[src/rtl/seg7_pkg.sv]
// rtl/seg7_pkg.sv - shared constants and types for the seven-segment scan driver
// Purpose: hex segment table (active-low, {g,f,e,d,c,b,a}), blanking constants,
//          and the scan FSM state type.
// Ports:   none (package).
package seg7_pkg;

    localparam logic [3:0] ANODES_OFF = 4'hF;
    localparam logic [6:0] SEG_OFF    = 7'h7F;

    // Entry n is the pattern for hex digit n; entry 15 is written first.
    localparam logic [15:0][6:0] HEX_SEG_TABLE = {
        7'h0E, 7'h06, 7'h21, 7'h46,   // F E d C
        7'h03, 7'h08, 7'h10, 7'h00,   // b A 9 8
        7'h78, 7'h02, 7'h12, 7'h19,   // 7 6 5 4
        7'h30, 7'h24, 7'h79, 7'h40    // 3 2 1 0
    };

    typedef enum logic {
        BLANK = 1'b0,
        SHOW  = 1'b1
    } scan_state_t;

endpackage

[src/rtl/seg7_scan_driver_if.sv]
// rtl/seg7_scan_driver_if.sv - load/ack handshake between upstream logic and the scan driver
// Purpose: carries a new 16-bit display value and its load request; the driver
//          answers with a one-cycle load_ack once the value is committed.
// Signals: value[15:0], load (upstream -> driver), load_ack (driver -> upstream).
// Modports: master = upstream producer, slave = scan driver.
interface seg7_scan_driver_if;
    logic [15:0] value;
    logic        load;
    logic        load_ack;

    modport master (output value, output load, input  load_ack);
    modport slave  (input  value, input  load, output load_ack);
endinterface

[src/rtl/hex_to_seg7.sv]
// rtl/hex_to_seg7.sv - combinational hex nibble to active-low seven-segment decoder
// Purpose: looks up the segment pattern of a 4-bit value.
// Ports:   i_hex[3:0] nibble in; o_seg[6:0] segments {g..a}, active-low.
module hex_to_seg7
    import seg7_pkg::*;
(
    input  logic [3:0] i_hex,
    output logic [6:0] o_seg
);
    assign o_seg = HEX_SEG_TABLE[i_hex];
endmodule

[src/rtl/seg7_scan_driver.sv]
// rtl/seg7_scan_driver.sv - 4-digit seven-segment scan controller with frame-synchronous value load
// Purpose: prescaled digit scan with inter-digit blanking, registered segment
//          decode, and a load/ack handshake that only commits at the 3->0 wrap.
// Ports:   clk, rst (sync, active-high); enable (anodes on); ld (slave handshake:
//          value, load, load_ack); dp[3:0] per-digit decimal point;
//          disp_value[15:0] / dig_sel[1:0] to group_selector, selected_value[3:0]
//          back; seg_n[6:0], dp_n, an_n[3:0] active-low display drive.
// Option:  SEG7_LZ_BLANK_EN - leading-zero suppression on digits 3..1.
module seg7_scan_driver
    import seg7_pkg::*;
#(
    parameter int TICK_DIV     = 50000,
    parameter int BLANK_CYCLES = 16
) (
    input  logic                 clk,
    input  logic                 rst,
    input  logic                 enable,
    seg7_scan_driver_if.slave    ld,
    input  logic [3:0]           dp,
    output logic [15:0]          disp_value,
    output logic [1:0]           dig_sel,
    input  logic [3:0]           selected_value,
    output logic [6:0]           seg_n,
    output logic                 dp_n,
    output logic [3:0]           an_n
);
    localparam int PW = $clog2(TICK_DIV);
    localparam int BW = (BLANK_CYCLES > 1) ? $clog2(BLANK_CYCLES) : 1;
    localparam logic [PW-1:0] PRESC_LAST = PW'(TICK_DIV - 1);
    localparam logic [BW-1:0] BLANK_LAST = BW'(BLANK_CYCLES - 1);

    logic [PW-1:0] r_presc;
    logic [BW-1:0] r_blank_cnt, w_blank_cnt_nx;
    scan_state_t   r_state, w_state_nx;
    logic [1:0]    r_dig_sel;
    logic [15:0]   r_disp_value, r_pend_value;
    logic          r_pend, r_load_ack, r_dp_n;
    logic [6:0]    r_seg_n, w_seg;
    logic [3:0]    w_an_n;
    logic          w_tick, w_wrap, w_dark;

    assign w_tick = (r_presc == PRESC_LAST);
    assign w_wrap = w_tick && (r_dig_sel == 2'd3);

    hex_to_seg7 u_dec (
        .i_hex (selected_value),
        .o_seg (w_seg)
    );

`ifdef SEG7_LZ_BLANK_EN
    // A digit is a leading zero when it and every higher nibble are zero.
    always_comb begin
        w_dark = 1'b0;
        case (r_dig_sel)
            2'd3:    w_dark = (r_disp_value[15:12] == 4'h0);
            2'd2:    w_dark = (r_disp_value[15:8]  == 8'h00);
            2'd1:    w_dark = (r_disp_value[15:4]  == 12'h000);
            default: w_dark = 1'b0;
        endcase
    end
`else
    assign w_dark = 1'b0;
`endif

    always_ff @(posedge clk) begin
        if (rst) r_presc <= '0;
        else     r_presc <= w_tick ? '0 : r_presc + 1'b1;
    end

    always_ff @(posedge clk) begin
        if (rst) begin
            r_state     <= BLANK;
            r_blank_cnt <= '0;
        end else begin
            r_state     <= w_state_nx;
            r_blank_cnt <= w_blank_cnt_nx;
        end
    end

    always_comb begin
        w_state_nx     = r_state;
        w_blank_cnt_nx = r_blank_cnt;
        w_an_n         = ANODES_OFF;
        case (r_state)
            BLANK: begin
                if (r_blank_cnt == BLANK_LAST) begin
                    w_state_nx     = SHOW;
                    w_blank_cnt_nx = '0;
                end else begin
                    w_blank_cnt_nx = r_blank_cnt + 1'b1;
                end
            end
            SHOW: begin
                if (enable && !w_dark)
                    w_an_n = ~(4'b0001 << r_dig_sel);
            end
            default: w_state_nx = BLANK;
        endcase
        // Every digit change restarts the blanking window, whatever the state.
        if (w_tick) begin
            w_state_nx     = BLANK;
            w_blank_cnt_nx = '0;
        end
    end

    always_ff @(posedge clk) begin
        if (rst) begin
            r_dig_sel    <= 2'd0;
            r_seg_n      <= SEG_OFF;
            r_dp_n       <= 1'b1;
            r_disp_value <= 16'h0000;
            r_pend_value <= 16'h0000;
            r_pend       <= 1'b0;
            r_load_ack   <= 1'b0;
        end else begin
            r_seg_n    <= w_seg;
            r_dp_n     <= ~dp[r_dig_sel];
            r_load_ack <= 1'b0;
            if (w_tick)
                r_dig_sel <= r_dig_sel + 2'd1;
            // A load landing on the wrap tick skips the pending register.
            if (w_wrap && ld.load) begin
                r_disp_value <= ld.value;
                r_pend       <= 1'b0;
                r_load_ack   <= 1'b1;
            end else if (w_wrap && r_pend) begin
                r_disp_value <= r_pend_value;
                r_pend       <= 1'b0;
                r_load_ack   <= 1'b1;
            end else if (ld.load) begin
                r_pend_value <= ld.value;
                r_pend       <= 1'b1;
            end
        end
    end

    assign disp_value  = r_disp_value;
    assign dig_sel     = r_dig_sel;
    assign seg_n       = r_seg_n;
    assign dp_n        = r_dp_n;
    assign an_n        = w_an_n;
    assign ld.load_ack = r_load_ack;

endmodule

[src/flat_wrapper.sv]
// flat-port wrapper written by rule: the top's interface ports become plain ports
module seg7_scan_driver_flat import seg7_pkg::*;
#(
    parameter int TICK_DIV     = 50000,
    parameter int BLANK_CYCLES = 16
)
  (clk, rst, enable, dp, disp_value, dig_sel, selected_value, seg_n, dp_n, an_n, ld_value, ld_load, ld_load_ack);
  seg7_scan_driver_if ld_i ();
  input  logic clk;
  input  logic rst;
  input  logic enable;
  input  logic [3:0] dp;
  output logic [15:0] disp_value;
  output logic [1:0] dig_sel;
  input  logic [3:0] selected_value;
  output logic [6:0] seg_n;
  output logic dp_n;
  output logic [3:0] an_n;
  input wire logic [$bits(ld_i.value)-1:0] ld_value;
  input wire logic [$bits(ld_i.load)-1:0] ld_load;
  output wire logic [$bits(ld_i.load_ack)-1:0] ld_load_ack;
  assign ld_i.value = ld_value;
  assign ld_i.load = ld_load;
  assign ld_load_ack = ld_i.load_ack;
  seg7_scan_driver #(.TICK_DIV(TICK_DIV), .BLANK_CYCLES(BLANK_CYCLES)) u_core (.clk(clk), .rst(rst), .enable(enable), .ld(ld_i), .dp(dp), .disp_value(disp_value), .dig_sel(dig_sel), .selected_value(selected_value), .seg_n(seg_n), .dp_n(dp_n), .an_n(an_n));
endmodule
[config.mk]
export PLATFORM = sky130hd
export DESIGN_NAME = seg7_scan_driver_flat
export DESIGN_NICKNAME = d
export VERILOG_FILES = /design/src/rtl/seg7_pkg.sv /design/src/rtl/seg7_scan_driver_if.sv /design/src/rtl/hex_to_seg7.sv /design/src/rtl/seg7_scan_driver.sv /design/src/flat_wrapper.sv
export SDC_FILE = /design/constraint.sdc
export NUM_CORES = 1
export LEC_CHECK = 0
export BUFFER_PORTS_ARGS = -buffer_cell sky130_fd_sc_hd__buf_2
export CORE_UTILIZATION = 50
export CTS_BUF_LIST = sky130_fd_sc_hd__clkbuf_2
export CTS_CLUSTER_DIAMETER = 50
export DETAILED_ROUTE_END_ITERATION = 7
export GPL_TIMING_DRIVEN = 0
export PLACE_DENSITY = 0.83
export SYNTH_ARGS = -nofsm -noshare
export SYNTH_HDL_FRONTEND = slang
export SYNTH_SLANG_ARGS = --single-unit
export TNS_END_PERCENT = 50
[constraint.sdc]
create_clock -name clk -period 1.75 [get_ports clk]
set_input_delay 0.35 -clock clk [delete_from_list [all_inputs] [get_ports clk]]
set_output_delay 0.35 -clock clk [all_outputs]
set_load 0.02 [all_outputs]
==> metrics.txt, run 1 <==
GRT Total Usage=24.0%; initial antenna violation count=0; Synth Instances=approximately 320; TritonCTS clock tree=built; # clock sinks=65; hold depth=3; core area=0.00589 mm2; Setup crit start kind=flop; Max Root-Sink Buffers=2; layout net count=about 430; Mean Syn Cell Area=9.60 um2; Avg WL per Cell=15.0 um; Commonest cells post-synth=65 x dfxtp_1, 36 x nand2b_1, 29 x nor2_1, 20 x mux2i_1; I/O pin count=59; Mapped Nets=356; Worst R2R Path Depth=6; switching pwr=0.764 mW; Final Power=3.05 mW; combinational share of power=10.6%; antenna-violating nets left=0; Setup-failing EPs final=25; GRT overflow=0; CP Class=flop to flop; post-layout minimum cycle time=1.87 ns; via count=~2600; Final Util=65.7%; max cap viols=0; EDFF count, synth=0; critical path arrival=2.27 ns; first-pass GRT wire length=11600 um; H-tree depth=3; TNS Setup=-1.31 ns; Int Power=between 2 and 2.5 mW; Peak VDD IR=about 0.47 mV; vias per cell=5.53; failing checks=setup timing; # port buffers=56; Worst-Skew Late Latency=0.51 ns; drt total wl=between 7000 and 8000 um; Place WS=-0.377 ns; number of library cell types mapped by synthesis=42; fmax=~540 MHz; Yosys top cell area share=42.9%; filler cell count=~480; Crit path top cell by count=buf_6; clock group share of total power=38.4%; Remaining DRCs=0; die width=about 80 um; Pre-antenna DRT Iters=5; DP Area=roughly 0.0034 mm2; Synth area leaders=dfxtp_1 43%, nand2b_1 7.4%, mux2i_1 6.6%; sequential-to-total area share from yosys stat=42.9%; outcome=finished with violations; ys async rst share=0%; fin. max-slew vios=0; die area=~0.0064 mm2; Seq pwr share=51.0%; Antenna Diode Count=0; Area Overhead vs Synth=27.5%; 1st-iter DRT viols=97; leading area contributor after synthesis=dfxtp_1; cts bufs inserted=9; num rows=28; Switching Fraction=25.0%; RSZ-0062 raised after global routing=true; share of post-route cells with drive strength above 1=31.3%; Leak Pwr=1.64 nW; crit-path max cell delay=~0.57 ns; worst hold-check path type=primary input to flop; Hold Fails Final Rpt=0; largest net degree at the start of global routing=12; Slew HR=66.9%; critical path endpoint category=flop; DP HPWL=4660 um; CP required=2.16 ns; CP max FO=7; final instance area=0.00387 mm2; clock skew=between 0.02 and 0.025 ns; commonest register cell after synthesis=dfxtp_1; vias in the first global route=between 2000 and 3000; die height=79.9 um; power per cell area=790 mW/mm2; cell with the most instances after synthesis=dfxtp_1; worst setup margin=-0.118 ns; Cell Chain, Critical Path=or4_4 > nor4_4 > buf_6 > a41oi_4 > buf_6 > o2bb2ai_2; register bit total from synthesis=65; initial cell density of the core=roughly half; clk slew on worst S/H paths=around 0.19 ns; Root Driver=clkbuf_2; Syn. warnings=0; Worst Max-Slew Pin Slew=0.497 ns; period utilization=107%; Post-Syn Area=just over 0.003 mm2; highest-delay cell along the critical path=or4_4; GP Congestion=0.805
cell usage in the layout, fill, tap and decap left out, drive strengths merged, types with 11 or more instances in the layout:
cell type,Yosys,layout
dfxtp,65,65
nor2,29,29
and3,14,14
nand2b,36,36
ha,12,12
buf,6,72
xnor2,11,11
clkbuf,13,21
a21oi,16,16
mux2i,20,20
o2bb2ai,16,16
state kept, by name (all words and copies together), names as in the netlist:
register and count:
u_core.dig_sel 2, u_core.disp_value 16, u_core.dp_n 1, u_core.ld.load_ack 1
u_core.r_blank_cnt 4, u_core.r_pend 1, u_core.r_pend_value 16, u_core.r_presc 16
u_core.r_state 1, u_core.seg_n 7
critical path: cells and delay by family, from the launching register on:
family	cells	cell delay (ns)
compound gates	2	0.29
buf+inv	2	0.39
flops	1	0.36
simple gates	2	0.73
worst paths after layout:
check / startpoint / to / slack (ns)
setup / recovery: u_core.r_presc[13]$_SDFF_PP0_ / u_core.disp_value[8]$_SDFFE_PP0P_ / -0.12
setup reg to reg: u_core.r_presc[13]$_SDFF_PP0_ / u_core.disp_value[8]$_SDFFE_PP0P_ / -0.12
hold reg to reg: u_core.disp_value[13]$_SDFFE_PP0P_ / u_core.disp_value[13]$_SDFFE_PP0P_ / 0.48
hold / removal: ld_value[13] / u_core.r_pend_value[13]$_SDFFE_PP0P_ / 0.08
stage by stage:
stage | hold slack (ns) | std cells
2_1_floorplan | 0.426 | 316
3_3_place_gp | 0.438 | 447
3_5_place_dp | 0.443 | 447
4_1_cts | 0.0694 | 470
5_1_grt | 0.0412 | 471
6_report | 0.0816 | 471
logic make-up after synthesis:
family	share of synthesized area, %
DFF	42.9
muxes	8.09
xor gates and xnor gates	4.62
and+or+nand+nor	23.6
adders and majority gates	4.95
AOI/OAI and AO/OA	12.0
buffers and inverters	3.88
per-layer routing:
layer | global-route usage [%] | share of wire, % | vias up
met3 | 5.03 | 4.5 | 15
met4 | 10.4 | 2.1 | 0
li1 | - | - | 1260
met1 | 26.7 | 44 | 1256
met5 | 0 | 0 | -
met2 | 43.8 | 50 | 72
layout make-up:
class	instances	area [um2]	area share (%)
well taps	75	93.8	2.43
clock inverters	6	106	2.75
repair buffers	66	409	10.6
multi-input cells	223	1760	45.5
plain buffers	17	98.8	2.56
flip-flops and latches	65	1310	34.0
inverters	9	36.3	0.939
clock buffers	10	50.0	1.29
power by group through the flow:
stage	clock [mW]	sequential, mW	combinational (mW)
after floorplan	0	1.60	0.180
after global placement	0	1.59	0.285
after detailed placement	0	1.59	0.295
after CTS	1.18	1.56	0.323
after global routing	1.25	1.57	0.356
final	1.17	1.56	0.324
repair_timing:
item | 4_1_cts | 5_1_grt
setup endpoints to repair | 58 | 58
setup buffers | 7 | 1
hold buffers | 0 | 0
cloned | 2 | 0
pin swaps | 9 | 5
gates resized for setup | 43 | 11
(Power assumes the default switching activity.)
==> run 2, diff against run 1 <==
--- a/config.mk
+++ b/config.mk
@@ -12,6 +12,7 @@
 export DETAILED_ROUTE_END_ITERATION = 7
 export GPL_TIMING_DRIVEN = 0
 export PLACE_DENSITY = 0.83
+export SKIP_CTS_REPAIR_TIMING = 1
 export SYNTH_ARGS = -nofsm -noshare
 export SYNTH_HDL_FRONTEND = slang
 export SYNTH_SLANG_ARGS = --single-unit
==> metrics.txt, run 2 (synthesis gave the netlist of run 1 again) <==
Setup crit start kind=flop; combinational share of power=11.5% (+0.9 points); highest-delay cell along the critical path=or4_4; Worst-Skew Late Latency=0.52 ns (about the same); clock group share of total power=38.0% (-0.4 points); H-tree depth=3 (unchanged); Int Power=2.31 mW (+0.81%); Area Overhead vs Synth=32.3%; Pre-antenna DRT Iters=4 (-1); Hold Fails Final Rpt=0 (unchanged); Setup-failing EPs final=55 (+120%); # clock sinks=65 (unchanged); critical path endpoint category=flop; M2 GR Usage=39.4% (-4.4 points); worst hold-check path type=primary input to flop; initial cell density of the core=51.5% (unchanged); die height=79.9 um (unchanged); Cell Chain, Critical Path=or4_4 > nor4_4 > buf_4 > a41oi_4 > buf_6 > o2bb2ai_1; worst setup margin=-0.196 ns (-0.0783 ns); initial antenna violation count=0 (unchanged); crit-path max cell delay=0.57 ns (about the same); drt total wl=7700 um (+8.6%); antenna-violating nets left=0 (unchanged); M1 GR Usage=25.3% (-1.3 points); die area=0.00638 mm2 (unchanged); clk slew on worst S/H paths=0.19 ns (about the same); Root Driver=clkbuf_2; via count=2657 (+2.1%); Antenna Diode Count=0 (unchanged); I/O pin count=59 (unchanged); Leak Pwr=1.69 nW (+3.1%); TritonCTS clock tree=built; layout net count=441 (+2.3%); Peak VDD IR=0.468 mV (-0.13%); Worst Max-Slew Pin Slew=0.471 ns (-0.0258 ns); CP required=2.17 ns (about the same); post-layout minimum cycle time=1.95 ns (+0.0783 ns); most common cell after layout, fill and taps aside=dfxtp_1; Worst R2R Path Depth=6 (unchanged); cts bufs inserted=9 (unchanged); clock skew=0.0221 ns (-0.000425 ns); share of post-route cells with drive strength above 1=34.7% (+3.4 points); GRT Total Usage=22.4% (-1.6 points); core area=0.00589 mm2 (unchanged); Slew HR=68.6% (+1.7 points); period utilization=111% (+4.5 points); vias in the first global route=2420 (-3.4%); CP Class=flop to flop; Final Util=68.2% (+2.5 points); TNS Setup=-5.85 ns (-4.54 ns); Avg WL per Cell=16.0 um (+6.3%); RSZ-0062 raised after global routing=true; DP HPWL=4660 um (unchanged); outcome=finished with violations; # port buffers=56 (unchanged); largest net degree at the start of global routing=12 (unchanged); critical path arrival=2.37 ns (+0.10 ns); Switching Fraction=25.3% (+0.24 points); GRT overflow=0 (unchanged); CP max FO=7 (unchanged); GRT met3 Usage=4.57% (-0.46 points); max cap viols=0 (unchanged); fmax=514 MHz (-4.0%); fin. max-slew vios=0 (unchanged); num rows=28 (unchanged); power per cell area=769 mW/mm2 (-2.6%); failing checks=setup timing; die width=79.9 um (unchanged); gr busiest metal=met2; Final Power=3.09 mW (+1.1%); Remaining DRCs=0 (unchanged); hold depth=3 (unchanged); most frequent cells in the layout=60 x dfxtp_1, 53 x buf_2, 36 x nand2b_1, 20 x mux2i_1, 16 x buf_4; Max Root-Sink Buffers=2 (unchanged); 1st-iter DRT viols=136 (+40%); Seq pwr share=50.5% (-0.5 points); GP Congestion=0.805 (unchanged); vias per cell=5.52 (about the same); switching pwr=0.780 mW (+2.1%); first-pass GRT wire length=10900 um (-6.3%)
## run 2: cell count changes in the layout (fill, tap and decap cells not counted), sizes merged
| cell | delta |
|---|---|
| clkbuf | +3 |
| buf | +7 |
## run 2: critical path, delay by kind of cell (launching register included)
kind | cells | cell delay (ns)
AND/OR/NAND/NOR | 2 | 0.78
buffers and inverters | 2 | 0.42
AO/OA/AOI/OAI | 2 | 0.30
flip-flops | 1 | 0.35
## run 2: stage by stage
step,hold slack [ns],setup WS [ns],cells,instance area [um2]
after global routing,0.0404,-0.254,481,4010
after detailed placement,0.443,-0.377,447,3420
after CTS,0.0694,-0.551,463,3570
after global placement,0.438,-0.343,447,3420
final,0.0764,-0.196,481,4010
after floorplan,0.426,-0.171,316,3040
## run 2: area by class of cell
cell class                 count  area (um2)
fill                         445        1870
multi-input combinational    223        1800
sequential                    65        1310
timing repair buffer          76         505
buffer                        17         114
clock inverter                 6         106
tap                           75        93.8
clock buffer                  10        50.0
inverter                       9        36.3
## run 2: final timing paths
check / from / endpoint / slack [ns]
max: u_core.r_presc[7]$_SDFF_PP0_ / u_core.disp_value[0]$_SDFFE_PP0P_ / -0.20
min reg2reg: u_core.disp_value[11]$_SDFFE_PP0P_ / u_core.disp_value[11]$_SDFFE_PP0P_ / 0.48
max reg2reg: u_core.r_presc[7]$_SDFF_PP0_ / u_core.disp_value[0]$_SDFFE_PP0P_ / -0.20
min: ld_value[13] / u_core.r_pend_value[13]$_SDFFE_PP0P_ / 0.08
## run 2: routing by layer
metal	vias to the layer above	routed length, um
met2	79	3990
met4	0	134
met1	1272	3200
li1	1287	-
met5	-	0
met3	19	370
## run 2: power by group through the flow
| stage | Clock [mW] | Sequential, mW | Combinational, mW |
|---|---|---|---|
| after CTS | 1.18 | 1.56 | 0.299 |
| after global placement | 0 | 1.59 | 0.285 |
| after floorplan | 0 | 1.60 | 0.180 |
| final | 1.18 | 1.56 | 0.355 |
| after global routing | 1.25 | 1.57 | 0.387 |
| after detailed placement | 0 | 1.59 | 0.295 |
